`config.mk`:
```
export PLATFORM = sky130hd
export DESIGN_NAME = tdm_demux4
export DESIGN_NICKNAME = d
export VERILOG_FILES = /design/src/rtl/tdm_demux4.sv
export SDC_FILE = /design/constraint.sdc
export NUM_CORES = 1
export LEC_CHECK = 0
export ABC_AREA = 1
export BUFFER_PORTS_ARGS = -buffer_cell sky130_fd_sc_hd__buf_2
export CAP_MARGIN = 20
export CORE_MARGIN = 10
export CORE_UTILIZATION = 59
export CTS_BUF_LIST = sky130_fd_sc_hd__clkbuf_8
export CTS_CLUSTER_SIZE = 14
export DETAILED_ROUTE_END_ITERATION = 10
export PLACE_DENSITY_LB_ADDON = 0.2
export SYNTH_ARGS = -nofsm -noshare
export SYNTH_HDL_FRONTEND = slang
export SYNTH_SLANG_ARGS = --single-unit
```
`constraint.sdc`:
```
create_clock -name clk -period 2.5 [get_ports clk]
set_input_delay 0.375 -clock clk [delete_from_list [all_inputs] [get_ports clk]]
set_output_delay 0.375 -clock clk [all_outputs]
set_load 0.01 [all_outputs]
```
`src/rtl/tdm_demux4.sv`:
```
// tdm_demux4: four-slot TDM demultiplexer with frame-sync hunt/lock and error counting
module tdm_demux4 #(
  parameter int WIDTH = 1
) (
  input  logic             clk,
  input  logic             rst,
  input  logic [WIDTH-1:0] din,
  input  logic             din_valid,
  input  logic             fsync,
  output logic [WIDTH-1:0] out0,
  output logic [WIDTH-1:0] out1,
  output logic [WIDTH-1:0] out2,
  output logic [WIDTH-1:0] out3,
  output logic             frame_valid,
  output logic [1:0]       slot,
  output logic             locked,
  output logic             sync_err,
  output logic [7:0]       err_count
);
  typedef enum logic {HUNT, LOCKED} state_t;
  state_t state, state_nx;
  logic [WIDTH-1:0] stg0, stg1, stg2;
  logic misplaced;
  assign misplaced = state == LOCKED && fsync && slot != 2'd0;
  assign locked = state == LOCKED;
  // state register; lock is only lost through reset
  always_ff @(posedge clk or posedge rst)
    if (rst) state <= HUNT;
    else state <= state_nx;
  // first fsync-qualified beat acquires lock
  always_comb state_nx = (state == HUNT && din_valid && fsync) ? LOCKED : state;
  // slot tracking, staging, frame delivery and sync error accounting
  always_ff @(posedge clk or posedge rst)
    if (rst) begin
      slot <= 2'd0;
      stg0 <= '0;
      stg1 <= '0;
      stg2 <= '0;
      out0 <= '0;
      out1 <= '0;
      out2 <= '0;
      out3 <= '0;
      frame_valid <= 1'b0;
      sync_err <= 1'b0;
      err_count <= 8'd0;
    end else begin
      frame_valid <= 1'b0;
      sync_err <= 1'b0;
      if (din_valid) begin
        if (state == HUNT) begin
          if (fsync) begin
            stg0 <= din;
            slot <= 2'd1;
          end
        end else if (misplaced) begin
          stg0 <= din;
          slot <= 2'd1;
          sync_err <= 1'b1;
          if (err_count != 8'hff) err_count <= err_count + 8'd1;
        end else begin
          case (slot)
            2'd0: stg0 <= din;
            2'd1: stg1 <= din;
            2'd2: stg2 <= din;
            default: begin
              out0 <= stg0;
              out1 <= stg1;
              out2 <= stg2;
              out3 <= din;
              frame_valid <= 1'b1;
            end
          endcase
          slot <= slot + 2'd1;
        end
      end
    end
endmodule

```
==> results.sh, run 1 <==
export IMPL_status="finished clean"
export IMPL_drc=0
export IMPL_holdBufCountCts=0
export IMPL_setup_worst_path_start="slot[0]$_DFFE_PP0P_"
export IMPL_core_um2=1689
export IMPL_start_util_pct=61.33
export IMPL_die_area_um2=3832
export IMPL_cts_sinks=20
export IMPL_final_max_slew_viol_count=0
export IMPL_top_register="err_count"
export IMPL_critPathMaxFanout=6
export IMPL_placementRows=15
export IMPL_finalCriticalPeriod_ns=1.455
export IMPL_drive_gt1_share_pct=24.83
export IMPL_final_common_cell="nand2_1"
export IMPL_fmax_mhz=687.5
export IMPL_ant_nets=0
export IMPL_reg_top3="err_count: 8 flops, slot: 2 flops"
export IMPL_critPathKind="register to register"
export IMPL_fillers=128
export IMPL_power_density_nw_per_um2=947.0
export IMPL_finalNetCount=156
export IMPL_portBuffers=21
export IMPL_clkTransAtPathRegs_ns=0.07
export IMPL_overflow=0
export IMPL_viasPerCell=5.130
export IMPL_ys_seq_elements=20
export IMPL_multi_input_area_um2=478.0
export IMPL_final_cell_mix="45 x nand2_1, 21 x buf_2, 20 x dfrtp_1"
export IMPL_p_leak_nw=0.6774
export IMPL_synth_distinct_cells=20
export IMPL_tritoncts="yes"
export IMPL_dp_hpwl_um=1624
export IMPL_place_area_um2=1162
export IMPL_die_x_um=61.91
export IMPL_yosysSeqAreaShare_pct=48.31
export IMPL_peakVddDrop_mv=0.8041
export IMPL_syn_nets=130
export IMPL_hold_violations=0
export IMPL_gp_congestion=0.7857
export IMPL_setup_violations=0
export IMPL_regArea_um2=500.5
export IMPL_grtUsageTotal_pct=11.64
export IMPL_drt_initial_drc_count=22
export IMPL_antenna_found_initial=0
export IMPL_start_kind="register"
export IMPL_timing_rr_start="slot[0]$_DFFE_PP0P_"
export IMPL_slew_headroom_pct=51.66
export IMPL_num_io_pins=22
export IMPL_grt_pass1_wl_um=3387
export IMPL_yosys_warnings=0
export IMPL_wl_um=1998
export IMPL_cts_root_buf="clkbuf_8"
export IMPL_tns_ns=0
export IMPL_netlist_area_um2=1036
export IMPL_vias=831
export IMPL_cp_required_ns=2.65
export IMPL_cts_buffers_inserted=3
export IMPL_areaGrowthSynthToFinish_pct=19.08
export IMPL_clk_latency_ns=0.25
export IMPL_grt_max_degree=21
export IMPL_grt_pass1_vias=864
export IMPL_synthCells=120
export IMPL_largest_reg_flops=8
export IMPL_post_cts_buffers=0
export IMPL_drv_cap=0
export IMPL_cts_resized=0
export IMPL_dieHeight_um=61.91
export IMPL_rsz0062_at_grt="no"
export IMPL_wl_per_cell_um=12.33
export IMPL_drtPass1Iterations=4
export IMPL_clock_skew_ns=0.001523
export IMPL_synth_avg_cell_area_um2=8.633
export IMPL_tightest_slew_ns=0.7243
export IMPL_hold_class="input port to async pin"
export IMPL_arrival_ns=1.60
export IMPL_min_period_over_period_pct=58.19
export IMPL_finalInstanceArea_um2=1234
export IMPL_diodes=0
export IMPL_clk_path_buf_depth=2
export IMPL_cp_end_kind="register"
export IMPL_h_tree_depth=1
export IMPL_total_power_w=0.001168
## metal layers
metal  vias up  GRT usage [%]  wire, um
li1        426              -         -
met1       391          11.73       807
met2        12          21.23      1084
met3         2          3.049        92
met4         0          6.369        13
met5         -              0         0
## critical path, stage by stage, from the launching register on
cell	delay (ns)
dfrtp_1	0.42
inv_1	0.10
ha_1	0.22
inv_1	0.09
nand3_1	0.17
nand3_2	0.17
inv_2	0.06
nand2_1	0.07
nand2_1	0.05
## path summary, 6_finish.rpt
| path | endpoint | cells past startpoint | slack, ns |
|---|---|---|---|
| setup reg to reg | out0$_DFFE_PP0P_ | 8 | 1.05 |
| min in group clk | locked$_DFFE_PP0P_ | 3 | 0.44 |
| max in group asynchronous | stg0$_DFFE_PP0P_ | 2 | 1.81 |
| hold reg to reg | out1$_DFFE_PP0P_ | 2 | 0.49 |
| setup / recovery | out0$_DFFE_PP0P_ | 8 | 1.05 |
| hold / removal | err_count[5]$_DFFE_PP0P_ | 2 | 0.23 |
## where the power goes
group | internal (W) | switching, W | leakage (nW)
logic | 0.000143 | 0.000214 | 0.386
registers | 0.000416 | 0.0000810 | 0.256
clock network | 0.000213 | 0.000100 | 0.0357
total | 0.000773 | 0.000396 | 0.677
## cell type report
| cell class | instances | share of cell area [%] |
|---|---|---|
| Sequential cell | 20 | 40.57 |
| Multi-Input combinational cell | 86 | 38.74 |
| Timing Repair Buffer | 21 | 8.519 |
| Inverter | 14 | 4.665 |
| Clock buffer | 3 | 3.347 |
| Clock inverter | 1 | 2.434 |
| Tap cell | 17 | 1.724 |
## logic make-up (layout without fill, tap and decap cells)
| family | count (synthesis) | count (layout) | share of synthesized area (%) |
|---|---|---|---|
| and+or+nand+nor | 70 | 70 | 33.70 |
| DFF | 20 | 20 | 48.31 |
| buffers and inverters | 14 | 39 | 5.555 |
| AOI/OAI and AO/OA | 8 | 8 | 3.864 |
| adders and majority gates | 5 | 5 | 6.039 |
| xor gates and xnor gates | 3 | 3 | 2.537 |
## Yosys cell counts
cell type	instances	area share [%]
nand3_1	10	4.8
inv_1	11	4.0
nand3_2	1	0.97
nand2_2	3	1.8
o21ai_1	1	0.48
nand2_4	1	1.1
nor2_1	4	1.4
nand4_1	2	1.2
inv_6	1	0.85
ha_1	5	6.0
nor2_4	2	2.2
nand2_8	1	1.9
nand2_1	45	16
xnor2_1	1	0.85
clkinv_1	1	0.36
inv_2	1	0.36
nor2_8	1	1.9
o21ai_0	7	3.4
dfrtp_1	20	48
xor2_1	2	1.7
## metrics by stage
stage	std cells	utilization [%]	hold WS (ns)	setup slack, ns
after CTS	162	73.04	0.2551	1.058
after detailed placement	158	68.81	0.4692	1.069
after global placement	158	68.81	0.4631	1.190
after global routing	162	73.04	0.2869	0.9219
final	162	73.04	0.2327	1.045
after floorplan	120	-	0.3388	1.171
(Power assumes the default switching activity.)
==> run 2: changes to the inputs <==
- CORE_UTILIZATION: 59 -> 55
- clock period: 2.5 -> 1.38 ns (I/O delays scaled with it)
==> results.sh, run 2 (synthesis results as in run 1) <==
export IMPL_drc=0
export IMPL_gp_congestion=0.8295
export IMPL_clk_path_buf_depth=2
export IMPL_clock_skew_ns=0.002591
export IMPL_fmax_mhz=758.1
export IMPL_overflow=0
export IMPL_clkTransAtPathRegs_ns=0.07
export IMPL_cts_sinks=20
export IMPL_tritoncts="yes"
export IMPL_hp_start="din_valid"
export IMPL_p_leak_nw=0.7147
export IMPL_wl_per_cell_um=12.87
export IMPL_hold_class="input port to register"
export IMPL_clockPowerShare_pct=20.7
export IMPL_drtPass1Iterations=4
export IMPL_multi_input_area_um2=500.5
export IMPL_dieHeight_um=63.40
export IMPL_h_tree_depth=1
export IMPL_grtUsageMet3_pct=3.357
export IMPL_critPathMaxFanout=8
export IMPL_hold_violations=0
export IMPL_areaGrowthSynthToFinish_pct=27.42
export IMPL_grt_pass1_vias=908
export IMPL_drt_initial_drc_count=29
export IMPL_dp_hpwl_um=1602
export IMPL_die_area_um2=4020
export IMPL_slew_headroom_pct=82.97
export IMPL_ant_nets=0
export IMPL_portBuffers=21
export IMPL_reg2reg_slack_ns=0.06
export IMPL_hold_worst_slack_ns=0.2434
export IMPL_drive_gt1_share_pct=32.47
export IMPL_gr_usage_met2_pct=19.97
export IMPL_min_period_over_period_pct=95.59
export IMPL_die_x_um=63.40
export IMPL_pwr_share_comb_pct=38.8
export IMPL_holdPathStages=3
export IMPL_cp_required_ns=1.58
export IMPL_finalNetCount=165
export IMPL_power_density_nw_per_um2=1639
export IMPL_cts_buffers_inserted=3
export IMPL_start_kind="register"
export IMPL_finalCriticalPeriod_ns=1.319
export IMPL_grt_pass1_wl_um=3843
export IMPL_clk_latency_ns=0.26
export IMPL_status="finished clean"
export IMPL_setup_violations=0
export IMPL_final_common_cell="nand2_1"
export IMPL_wl_um=2304
export IMPL_cp_end_kind="register"
export IMPL_top_register="err_count"
export IMPL_core_um2=1764
export IMPL_placementRows=15
export IMPL_tightest_slew_ns=0.2554
export IMPL_final_cell_mix="45 x nand2_1, 21 x buf_2, 20 x dfrtp_1"
export IMPL_critPathKind="register to register"
export IMPL_final_max_slew_viol_count=0
export IMPL_p_int_w=0.001379
export IMPL_fillers=129
export IMPL_diodes=0
export IMPL_rr_endpoint="err_count[7]$_DFFE_PP0P_"
export IMPL_regArea_um2=500.5
export IMPL_total_power_w=0.002164
export IMPL_num_io_pins=22
export IMPL_power_frac_seq_pct=40.6
export IMPL_grt_max_degree=21
export IMPL_start_util_pct=58.72
export IMPL_cts_root_buf="clkbuf_8"
export IMPL_grtUsageTotal_pct=11.48
export IMPL_p_switching_w=0.0007849
export IMPL_grtUsageMet1_pct=11.96
export IMPL_timing_rr_start="slot[1]$_DFFE_PP0P_"
export IMPL_grt_busiest_layer="met2"
export IMPL_viasPerCell=5.039
export IMPL_r2r_cells=9
export IMPL_largest_reg_flops=8
export IMPL_switching_share_pct=36.28
export IMPL_arrival_ns=1.52
export IMPL_peakVddDrop_mv=1.357
export IMPL_reg_top3="err_count: 8 flops, slot: 2 flops"
export IMPL_vias=902
export IMPL_worstHoldEndpoint="locked$_DFFE_PP0P_"
export IMPL_drv_cap=0
export IMPL_antenna_found_initial=0
## run 2: metal layers
layer | vias to the layer above | share of wire (%)
met5 | - | 0
met4 | 0 | 2.8
met3 | 6 | 7.0
met2 | 28 | 48
met1 | 422 | 42
li1 | 446 | -
## run 2: cell type report
class | count | share of cell area, %
Sequential cell | 20 | 37.91
Multi-Input combinational cell | 86 | 37.91
Timing Repair Buffer | 30 | 13.27
Inverter | 14 | 4.360
Clock buffer | 4 | 4.171
Tap cell | 25 | 2.370
## run 2: worst max-delay path by stage
| stage | start | end | slack (ns) |
|---|---|---|---|
| after global routing | err_count[1]$_DFFE_PP0P_ | err_count[3]$_DFFE_PP0P_ | -0.02 |
| after global placement | slot[1]$_DFFE_PP0P_ | out0$_DFFE_PP0P_ | 0.09 |
| after floorplan | slot[0]$_DFFE_PP0P_ | err_count[2]$_DFFE_PP0P_ | 0.05 |
| final | slot[1]$_DFFE_PP0P_ | err_count[7]$_DFFE_PP0P_ | 0.06 |
| after CTS | slot[1]$_DFFE_PP0P_ | out1$_DFFE_PP0P_ | 0.02 |
| after detailed placement | slot[1]$_DFFE_PP0P_ | out1$_DFFE_PP0P_ | 0.03 |
## run 2: power by group through the flow
stage	Clock, W	Sequential (W)	Combinational, W
6_report	0.000447	0.000877	0.000839
4_1_cts	0.000457	0.000880	0.000717
3_3_place_gp	0	0.000879	0.000681
3_5_place_dp	0	0.000891	0.000705
5_1_grt	0.000479	0.000907	0.000962
2_1_floorplan	0	0.000953	0.000368
## run 2: worst max-delay path, stage by stage (launching register included)
cell and delay (ns):
dfrtp_1 0.38, inv_2 0.06, ha_2 0.18, inv_2 0.08
nand2_4 0.07, nor2_8 0.18, nand2_8 0.09, inv_6 0.08
nand2_1 0.06, nand2_1 0.07
## run 2: metrics by stage
stage	util, %	setup TNS, ns	instances	setup slack (ns)	instance area (um2)
final	74.82	0	179	0.06088	1320
after global routing	74.82	-0.03933	179	-0.02407	1320
after CTS	71.42	0	174	0.02030	1260
after detailed placement	67.73	0	169	0.03471	1195
after global placement	67.73	0	169	0.08559	1195
after floorplan	-	0	120	0.05126	1036
## run 2: repair_timing
action | in CTS | in global routing
buffers inserted | 0 | 5
endpoints found under the hold margin | 20 | 0
gates resized for setup | 0 | 8
endpoints found under the setup margin | 0 | 16
hold buffers | 1 | 0
